<file path="src/rtl/router_wrap_pkg.sv">
// rtl/router_wrap_pkg.sv - shared receive-link types, default sizes and parity helper
package router_wrap_pkg;

    typedef enum logic {
        INIT = 1'b0,
        RUN  = 1'b1
    } rx_state_e;

    localparam int DEF_DATA_W   = 32;
    localparam int DEF_DEPTH    = 4;
    localparam int PARITY_MAX_W = 256;

    // Flit plus even-parity bit must have even weight; zero-extending the flit does not change that.
    function automatic logic parity_bad(input logic [PARITY_MAX_W-1:0] data, input logic par);
        return ^{data, par};
    endfunction

endpackage

</file>
<file path="src/rtl/router_idata_fifo.sv">
// rtl/router_idata_fifo.sv - first-word-fall-through flit buffer with occupancy tracking
module router_idata_fifo
    import router_wrap_pkg::*;
#(
    parameter int DATA_W = DEF_DATA_W,
    parameter int DEPTH  = DEF_DEPTH,
    parameter int OCC_W  = $clog2(DEPTH + 1)
) (
    input  logic              clk,
    input  logic              reset,
    input  logic              push_i,
    input  logic              pop_i,
    input  logic [DATA_W-1:0] wdata_i,
    output logic [DATA_W-1:0] rdata_o,
    output logic              valid_o,
    output logic              full_o,
    output logic [OCC_W-1:0]  occ_o
);

    localparam int PTR_W = $clog2(DEPTH);

    logic [DATA_W-1:0] mem_q [DEPTH];
    logic [PTR_W-1:0]  wr_ptr_q;
    logic [PTR_W-1:0]  rd_ptr_q;
    logic [OCC_W-1:0]  occ_q;
    logic [OCC_W-1:0]  occ_d;

    // A push into a full buffer only happens alongside a pop, so overwriting the head slot is safe.
    always_ff @(posedge clk or negedge reset) begin
        if (!reset) begin
            for (int i = 0; i < DEPTH; i++) begin
                mem_q[i] <= '0;
            end
        end else if (push_i) begin
            mem_q[wr_ptr_q] <= wdata_i;
        end
    end

    always_ff @(posedge clk or negedge reset) begin
        if (!reset) begin
            wr_ptr_q <= '0;
            rd_ptr_q <= '0;
            occ_q    <= '0;
        end else begin
            if (push_i) begin
                wr_ptr_q <= wr_ptr_q + 1'b1;
            end
            if (pop_i) begin
                rd_ptr_q <= rd_ptr_q + 1'b1;
            end
            occ_q <= occ_d;
        end
    end

    always_comb begin
        occ_d = occ_q;
        case ({push_i, pop_i})
            2'b10:   occ_d = occ_q + 1'b1;
            2'b01:   occ_d = occ_q - 1'b1;
            default: occ_d = occ_q;
        endcase
    end

    assign rdata_o = mem_q[rd_ptr_q];
    assign valid_o = (occ_q != '0);
    assign full_o  = (occ_q == OCC_W'(DEPTH));
    assign occ_o   = occ_q;

endmodule

</file>
<file path="src/rtl/router_idata_rx.sv">
// rtl/router_idata_rx.sv - credit-based receive endpoint of the router data link; parity option ROUTER_IDATA_PARITY_EN
module router_idata_rx
    import router_wrap_pkg::*;
#(
    parameter int DATA_W = DEF_DATA_W,
    parameter int DEPTH  = DEF_DEPTH,
    parameter int OCC_W  = $clog2(DEPTH + 1)
) (
    input  logic              clk,
    input  logic              reset,
    input  logic              idata_valid,
    input  logic [DATA_W-1:0] idata,
`ifdef ROUTER_IDATA_PARITY_EN
    input  logic              idata_parity,
`endif
    output logic              credit_ret,
    output logic              odata_valid,
    output logic [DATA_W-1:0] odata,
    input  logic              odata_ready,
    output logic [OCC_W-1:0]  occupancy,
    output logic              overflow_err
`ifdef ROUTER_IDATA_PARITY_EN
    ,
    output logic              parity_err
`endif
);

    rx_state_e        state_q;
    rx_state_e        state_d;
    logic [OCC_W-1:0] init_cnt_q;
    logic [OCC_W-1:0] init_cnt_d;
    logic [OCC_W-1:0] pend_q;
    logic [OCC_W-1:0] pend_d;
    logic             credit_q;
    logic             credit_d;
    logic             overflow_q;
    logic             push;
    logic             pop;
    logic             full;

    assign pop  = odata_valid && odata_ready;
    assign push = idata_valid && (!full || pop);

    router_idata_fifo #(
        .DATA_W (DATA_W),
        .DEPTH  (DEPTH),
        .OCC_W  (OCC_W)
    ) u_fifo (
        .clk     (clk),
        .reset   (reset),
        .push_i  (push),
        .pop_i   (pop),
        .wdata_i (idata),
        .rdata_o (odata),
        .valid_o (odata_valid),
        .full_o  (full),
        .occ_o   (occupancy)
    );

    always_ff @(posedge clk or negedge reset) begin
        if (!reset) begin
            state_q    <= INIT;
            init_cnt_q <= OCC_W'(DEPTH);
            pend_q     <= '0;
            credit_q   <= 1'b0;
        end else begin
            state_q    <= state_d;
            init_cnt_q <= init_cnt_d;
            pend_q     <= pend_d;
            credit_q   <= credit_d;
        end
    end

    // INIT advertises the whole buffer; pops seen meanwhile are banked and paid out once RUN has no pop of its own.
    always_comb begin
        state_d    = state_q;
        init_cnt_d = init_cnt_q;
        pend_d     = pend_q;
        credit_d   = 1'b0;
        case (state_q)
            INIT: begin
                credit_d   = 1'b1;
                init_cnt_d = init_cnt_q - 1'b1;
                if (init_cnt_q == OCC_W'(1)) begin
                    state_d = RUN;
                end
                if (pop) begin
                    pend_d = pend_q + 1'b1;
                end
            end
            RUN: begin
                if (pop) begin
                    credit_d = 1'b1;
                end else if (pend_q != '0) begin
                    credit_d = 1'b1;
                    pend_d   = pend_q - 1'b1;
                end
            end
        endcase
    end

    always_ff @(posedge clk or negedge reset) begin
        if (!reset) begin
            overflow_q <= 1'b0;
        end else if (idata_valid && !push) begin
            overflow_q <= 1'b1;
        end
    end

`ifdef ROUTER_IDATA_PARITY_EN
    logic parity_q;

    always_ff @(posedge clk or negedge reset) begin
        if (!reset) begin
            parity_q <= 1'b0;
        end else if (push && parity_bad(PARITY_MAX_W'(idata), idata_parity)) begin
            parity_q <= 1'b1;
        end
    end

    assign parity_err = parity_q;
`endif

    assign credit_ret   = credit_q;
    assign overflow_err = overflow_q;

endmodule

</file>
<file path="config.mk">
export PLATFORM = sky130hd
export DESIGN_NAME = router_idata_rx
export DESIGN_NICKNAME = d
export VERILOG_FILES = /design/src/rtl/router_wrap_pkg.sv /design/src/rtl/router_idata_fifo.sv /design/src/rtl/router_idata_rx.sv
export SDC_FILE = /design/constraint.sdc
export NUM_CORES = 1
export LEC_CHECK = 0
export ABC_AREA = 0
export CELL_PAD_IN_SITES_DETAIL_PLACEMENT = 2
export CELL_PAD_IN_SITES_GLOBAL_PLACEMENT = 2
export CORE_MARGIN = 2
export CORE_UTILIZATION = 32
export DETAILED_ROUTE_END_ITERATION = 7
export DONT_BUFFER_PORTS = 1
export GPL_ROUTABILITY_DRIVEN = 0
export PLACE_DENSITY = 0.7
export SYNTH_ARGS = -nofsm -noshare
export SYNTH_HDL_FRONTEND = slang
export SYNTH_SLANG_ARGS = --single-unit
</file>
<file path="constraint.sdc">
create_clock -name clk -period 5 [get_ports clk]
set_input_delay 0.5 -clock clk [delete_from_list [all_inputs] [get_ports clk]]
set_output_delay 0.5 -clock clk [all_outputs]
set_load 0.01 [all_outputs]
</file>
==> results by group, run 1 <==
Placement
  – Cells after DPL: 643
  – Pre-CTS setup slack: 2440 ps
  – DP Wirelength: 9.17 mm
  – Post-place instance area: 6730 um^2
  – IO buf count: 0

Final layout
  – Ratio of cells with drive above 1 in the final layout: 49.8%
  – N_diodes: 0
  – Utilization after layout: 36.5%
  – Nets: 438
  – Non-Filler Instances: 676
  – Area growth, synth to finish: 12.8%
  – FILL cells: 1965
  – Final instance area: 7340 um^2

Synthesis
  – Synth Cell Area: 6510 um^2
  – Seq/Total Area, Yosys: 55.4%
  – Post-synth top area share: 55.0%
  – Post-synthesis adder-cell area fraction: 1.96%
  – Number of synthesized flops with an enable pin: 0
  – Avg Cell Area, Syn: 16.4 um^2
  – Synth Warn #: 0
  – Synth Area in XOR/XNOR: 1.08%
  – Post-synthesis cell type count: 35
  – Top cell type by total area after synthesis: dfrtp_1
  – Register bit total from synthesis: 144
  – Largest family of logic cells by synthesized area: multiplexers
  – Mux cell area share after synthesis: 35.4%
  – Ys async rst share: 100%
  – Syn Nets: 441
  – Post-synthesis simple-gate area fraction: 2.10%
  – Leading cell type by number of instances after synthesis: dfrtp_1
  – Synth Flop Type: dfrtp_1
  – Top cells by area, synth: dfrtp_1, mux2_2, mux4_2
  – Post-synthesis cell count: 396
  – Post-synth top cells: dfrtp_1, mux2_2, mux4_2
  – Compound-gate portion of the synthesized area: 1.19%

Detailed routing
  – DR vias: 3355
  – ANT nets after route: 0
  – # DRC: 0
  – Final wirelength: 14.9 mm
  – Initial DRC count: 123
  – DRT Pass-1 Iters: 4
  – Post-detailed-route wirelength per cell: 22.1 um
  – Via density: 4.96

Power
  – PwrDens: 731 nW/um^2
  – Clock power frac: 22.8%
  – Pint: 3.63 mW
  – Switch Pwr: 1.74 mW
  – Register share of total power: 41.2%
  – Total power draw: 5.37 mW
  – Peak supply drop: 0.000288 V
  – Leak pwr: 3.07 nW
  – Sw Ratio: 32.3%
  – Combinational Power Share: 36.0%

Global routing
  – Initial antenna violation count: 0
  – First-pass GRT wire length: 24.4 mm
  – Total global-route track usage: 15.1%
  – Largest net degree at the start of global routing: 145
  – GRT overflow: 0
  – Vias in the first global route: 4119

Clock tree
  – Clk_lat worst skew: 420 ps
  – CTS resizes: 0
  – Root Driver: clkbuf_16
  – Hold buffer count at cts: 1
  – Postcts setup bufs: 0
  – CTS buffer count: 17
  – CTS H-Tree Depth: 4
  – Max clock buf depth: 2
  – Sink Count: 144
  – CTS tree: yes
  – Clock Pin Slew Worst Setup and Hold Paths: 60 ps

Flow run
  – Max-Cap Viols: 0

Die
  – Full die area: 21500 um^2
  – Initial Utilization: 32.4%
  – Core Rows: 52
  – Die Wd: 147 um
  – Die Ht: 147 um
  – IO Pins: 74
  – Core area: 20100 um^2

Worst setup path
  – Reg2reg start: u_fifo.occ_o[1]
  – Critical Setup Path Class: flip-flop to output pin
  – WP data arrival: 2340 ps
  – Crit. Startpoint: u_fifo.rd_ptr_q[0]
  – Crit Path Max Fanout: 18
  – Critical Path RT: 4500 ps
  – Startpoint types: flip-flop
  – CP endpoint kind: output pin

Timing
  – Clock skew: 6.14 ps
  – Slew margin rel.: 28.7%
  – Setup TNS: 0 ps
  – Hold Vio Cnt, Final: 0
  – Peak Freq: 352 MHz
  – Tmin final: 2840 ps
  – Worst-Margin Slew: 1070 ps
  – Post-route clock period utilization: 56.9%
  – Final Setup Violations: 0
  – RSZ-0062 raised after global routing: false
  – Setup ws final: 2160 ps
  – Pins over their slew limit: 0
  – Hold slack: 31.4 ps

Outcome
  – Status: finished, final reports clean

Hold path
  – Hold/Removal Path Class: input pin to asynchronous set/reset pin
-- worst paths after layout --
kind	to	cells after the start	slack (ps)
setup reg to reg	u_fifo.occ_o[2]	8	2430
setup / recovery	odata[13]	2	2160
max in group asynchronous	u_fifo.rd_ptr_q[0]	1	4380
min in group clk	u_fifo.mem_q[11]	1	230
hold / removal	u_fifo.mem_q[115]	1	30
hold reg to reg	u_fifo.mem_q[91]	1	500
-- kinds of logic (layout without fill, tap and decap cells) --
kind of cell	count (synthesis)	count (layout)
compound gates	10	10
xor+xnor	8	8
fa+ha+maj	9	9
buf+inv	37	47
flops	144	144
mux	163	163
simple gates	25	25
-- metal layers --
metal	GRT usage [%]	part of all wire (%)	up-vias
met2	25.9	53	61
met5	0	0	-
li1	-	-	1439
met1	17.6	41	1838
met4	4.08	1.1	0
met3	5.91	5.7	17
-- registers in the layout, summed over array words and instances, names as in the netlist --
register / count
u_fifo.mem_q: 128
credit_ret: 1
overflow_err: 1
u_fifo.occ_o: 3
u_fifo.rd_ptr_q: 2
state_q: 1
pend_q: 3
init_cnt_q: 3
u_fifo.wr_ptr_q: 2
-- area by class of cell --
class,instances,area (um^2),share of cell area [%]
flip-flops and latches,144,3610,49.1
multi-input cells,215,2730,37.2
clock buffers,23,498,6.78
well taps,270,338,4.60
clock inverters,9,81.3,1.11
inverters,13,48.8,0.665
repair buffers,2,35.0,0.477
-- power groups by stage --
stage          logic, mW  registers (mW)  clock network, mW
3_3_place_gp        1.88            2.16                  0
4_1_cts             2.00            2.22               1.27
5_1_grt             2.11            2.30               1.32
3_5_place_dp        1.95            2.23                  0
2_1_floorplan       1.70            1.98                  0
6_report            1.93            2.21               1.23
-- worst max-delay path, cell delays in order (launching register included) --
cell and delay, ps:
dfrtp_2 780, buf_4 500, mux4_2 640
-- cells in the final DEF, fill, tap and decap left out, drive strengths merged, types with 2 or more instances in the layout --
cell type  Yosys  layout
xor2           2       2
nand3          6       6
fa             2       2
clkinv         1       6
xnor2          6       6
mux2         129     129
inv           12      12
dfrtp        143     143
mux4          32      32
nor3           2       2
nand2          5       5
nor4           2       2
ha             7       7
clkbuf         7      23
clkinvlp       0       3
nor2           3       3
mux2i          2       2
o21ai          3       3
buf           17       2
No activity file was read; power rests on OpenSTA's default activity.
==> run 2: changes to the inputs <==
--- a/config.mk
+++ b/config.mk
@@ -5,7 +5,7 @@
 export SDC_FILE = /design/constraint.sdc
 export NUM_CORES = 1
 export LEC_CHECK = 0
-export ABC_AREA = 0
+export ABC_AREA = 1
 export CELL_PAD_IN_SITES_DETAIL_PLACEMENT = 2
 export CELL_PAD_IN_SITES_GLOBAL_PLACEMENT = 2
 export CORE_MARGIN = 2
@@ -13,7 +13,7 @@
 export DETAILED_ROUTE_END_ITERATION = 7
 export DONT_BUFFER_PORTS = 1
 export GPL_ROUTABILITY_DRIVEN = 0
-export PLACE_DENSITY = 0.7
+export PLACE_DENSITY = 0.8
 export SYNTH_ARGS = -nofsm -noshare
 export SYNTH_HDL_FRONTEND = slang
 export SYNTH_SLANG_ARGS = --single-unit
==> constraint.sdc (replaced) <==
create_clock -name clk -period 2.4 [get_ports clk]
set_input_delay 0.24 -clock clk [delete_from_list [all_inputs] [get_ports clk]]
set_output_delay 0.24 -clock clk [all_outputs]
set_load 0.01 [all_outputs]
==> run 2 against run 1 <==
Against the previous run:
- the run now ends with hold timing left
- utilization down 0.090 points
- combinational power rose to 2.6 times the previous value
- sequential share of layout area down 1.7 points
- largest cell class unchanged
- wire length up 25%
- highest routed layer unchanged
- clock skew up 4.8 ps
- critical path depth up 3
- largest power group is now combinational logic
- synthesized area up 3.7%
- sequential cell count unchanged
==> results by group, run 2 <==
Outcome
  – Status: finished with violations
  – Failing checks: hold timing

Placement
  – Cells after DPL: 987 (+53%)
  – DP Wirelength: 11.2 mm (+22%)
  – IO buf count: 0 (unchanged)

Detailed routing
  – Initial DRC count: 265 (+120%)
  – DR vias: 5084 (+52%)
  – # DRC: 0 (unchanged)
  – Post-detailed-route wirelength per cell: 18.3 um (-17%)
  – DRT Pass-1 Iters: 4 (unchanged)
  – ANT nets after route: 0 (unchanged)
  – Via density: 4.99 (+0.63%)
  – Final wirelength: 18.6 mm (+25%)

Synthesis
  – Largest family of logic cells by synthesized area: compound AO/OA/AOI/OAI gates
  – Synth Warn #: 0 (unchanged)
  – Post-synthesis cell type count: 25 (-29%)
  – Synth Cell Area: 6750 um^2 (+3.7%)
  – Seq/Total Area, Yosys: 53.4% (-2.0 points)
  – Post-synthesis adder-cell area fraction: 1.89% (-0.070 points)
  – Synth Area in XOR/XNOR: 0.779% (-0.30 points)
  – Post-synth top area share: 53.0% (-2.0 points)
  – Ys async rst share: 100% (unchanged)
  – Post-synthesis simple-gate area fraction: 14.1% (+12 points)
  – Top cells by area, synth: dfrtp_1, nand2_1, o21ai_2
  – Top cell type by total area after synthesis: dfrtp_1
  – Syn Nets: 765 (+73%)
  – Post-synthesis cell count: 720 (+82%)
  – Number of synthesized flops with an enable pin: 0 (unchanged)
  – Leading cell type by number of instances after synthesis: nand2_1
  – Compound-gate portion of the synthesized area: 21.1% (+20 points)
  – Register bit total from synthesis: 144 (unchanged)
  – Avg Cell Area, Syn: 9.37 um^2 (-43%)
  – Post-synth top cells: nand2_1, dfrtp_1, o21ai_1
  – Mux cell area share after synthesis: 0% (-35 points)
  – Synth Flop Type: dfrtp_1

Clock tree
  – CTS buffer count: 17 (unchanged)
  – Max clock buf depth: 2 (unchanged)
  – Clock Pin Slew Worst Setup and Hold Paths: 60 ps (about the same)
  – CTS tree: yes
  – Sink Count: 144 (unchanged)
  – Hold buffer count at cts: 1 (unchanged)
  – CTS H-Tree Depth: 4 (unchanged)
  – Clk_lat worst skew: 420 ps (about the same)
  – Postcts setup bufs: 0 (unchanged)
  – Root Driver: clkbuf_16

Timing
  – Post-route clock period utilization: 90.3%
  – Slew margin rel.: 66.1% (+37 points)
  – Tmin final: 2170 ps
  – Clock skew: 10.9 ps (+4.75 ps)
  – RSZ-0062 raised after global routing: false
  – Setup TNS: 0 ps (unchanged)
  – Pins over their slew limit: 0 (unchanged)
  – Hold slack: -480 ps (-512 ps)
  – Worst-Margin Slew: 508 ps (-560 ps)
  – Final Setup Violations: 0 (unchanged)
  – Hold Vio Cnt, Final: 144 (+144)
  – Peak Freq: 461 MHz

Final layout
  – Max reg flops: 128 (unchanged)
  – Commonest non-fill, non-tap cell in the layout: nand2_1
  – Utilization after layout: 36.4% (-0.090 points)
  – N_diodes: 0 (unchanged)
  – Ratio of cells with drive above 1 in the final layout: 17.8% (-32 points)
  – Seq. cell area: 3610 um^2 (about the same)
  – Commonest non-fill, non-tap cells in the layout: nand2_1, dfrtp_1, o21ai_1
  – Nets: 777 (+77%)
  – Area growth, synth to finish: 12.7% (about the same)
  – Non-Filler Instances: 1018 (+51%)
  – Biggest register: u_fifo.mem_q
  – FILL cells: 2310 (+18%)
  – Area of the multi-input gates: 2550 um^2 (-6.5%)

Hold path
  – Hold/Removal Path Class: input pin to asynchronous set/reset pin

Die
  – Core area: 20900 um^2 (+3.9%)
  – Core Rows: 53 (+1.9%)
  – Die Wd: 149 um (+1.8%)
  – Initial Utilization: 32.3% (-0.060 points)
  – Full die area: 22300 um^2 (+3.6%)
  – IO Pins: 74 (unchanged)
  – Die Ht: 149 um (+1.8%)

Worst setup path
  – WP data arrival: 1930 ps (-410 ps)
  – CP endpoint kind: output pin
  – FF-to-FF path depth: 9 (+1)
  – Reg-to-reg endpoint: u_fifo.occ_o[2]
  – Startpoint types: flip-flop
  – Critical Path RT: 2160 ps (-2340 ps)
  – Critical Setup Path Class: flip-flop to output pin
  – Crit Path Max Fanout: 24 (+6)
  – Reg2reg start: u_fifo.occ_o[1]
  – R2R Setup Slk: 260 ps (-2170 ps)

Global routing
  – Total global-route track usage: 17.7% (+2.6 points)
  – Vias in the first global route: 5778 (+40%)
  – GRT overflow: 0 (unchanged)
  – First-pass GRT wire length: 30.4 mm (+25%)
  – Initial antenna violation count: 0 (unchanged)
  – Largest net degree at the start of global routing: 145 (unchanged)

Power
  – Leak pwr: 3.55 nW (+16%)
  – Total power draw: 11.7 mW (+120%)
  – PwrDens: 1540 nW/um^2 (+110%)
  – Peak supply drop: 0.000542 V (+88%)

Flow run
  – Max-Cap Viols: 0 (unchanged)
[run 2: cell count changes after synthesis, moves of 58 or more]
cell	before	now
o21ai_0	3	65
o21ai_1	0	73
mux2_2	99	0
o21ai_2	0	58
nand2_1	5	146
nor2_1	3	69
[run 2: area by class of cell]
type                            instances  share of cell area [%]
Tap cell                              275                    4.52
Timing Repair Buffer                   39                    4.87
Inverter                               51                    2.52
Clock inverter                          5                   0.740
Multi-Input combinational cell        479                    33.6
Clock buffer                           25                    6.38
Sequential cell                       144                    47.4
[run 2: worst max-delay path by stage]
stage	start	endpoint	depth (start not counted)
after floorplan	u_fifo.occ_o[1]	u_fifo.occ_o[2]	9
after global placement	u_fifo.occ_o[1]	u_fifo.occ_o[2]	9
after detailed placement	u_fifo.occ_o[1]	u_fifo.occ_o[2]	9
after CTS	u_fifo.rd_ptr_q[0]	odata[18]	5
after global routing	u_fifo.occ_o[1]	u_fifo.occ_o[2]	9
final	u_fifo.rd_ptr_q[0]	odata[18]	5
[run 2: per-layer routing]
metal  vias up  track usage [%]  routed length, um
met1      2607             21.1               8290
met3        16             3.79                512
met2        61             31.9               9590
met5         -                0                  0
met4         0             5.52                239
li1       2400                -                  -
[run 2: what timing repair did]
action / 4_1_cts / 5_1_grt
setup endpoints to repair: 0 / 0
resized for setup: 0 / 0
endpoints found under the hold margin: 145 / 144
[run 2: power breakdown]
part | switching [mW] | total, mW | internal (mW)
clock | 0.996 | 2.49 | 1.50
combinational | 3.07 | 5.07 | 2.00
sequential | 0.634 | 4.16 | 3.53
total | 4.70 | 11.7 | 7.02
[run 2: stage by stage]
stage | area, um^2 | hold WS (ps) | setup slack [ps]
2_1_floorplan | 6750 | -55.6 | 451
3_3_place_gp | 7060 | -49.7 | 317
3_5_place_dp | 7060 | -50.8 | 251
4_1_cts | 7610 | -505 | 190
5_1_grt | 7610 | -502 | 61.5
6_report | 7610 | -480 | 232
[run 2: worst max-delay path, stage by stage, from the launching register on]
cell     delay [ps]
dfrtp_2         430
inv_2           210
buf_4           340
nor2_1          110
o22ai_1         240
buf_4           170
[run 2: kinds of logic (layout without fill, tap and decap cells)]
logic type,Yosys count,count (layout)
adder cells (fa/ha/maj),9,9
buffers and inverters,97,120
AO/OA/AOI/OAI,232,232
flip-flops,144,144
AND/OR/NAND/NOR,232,232
XOR/XNOR,6,6
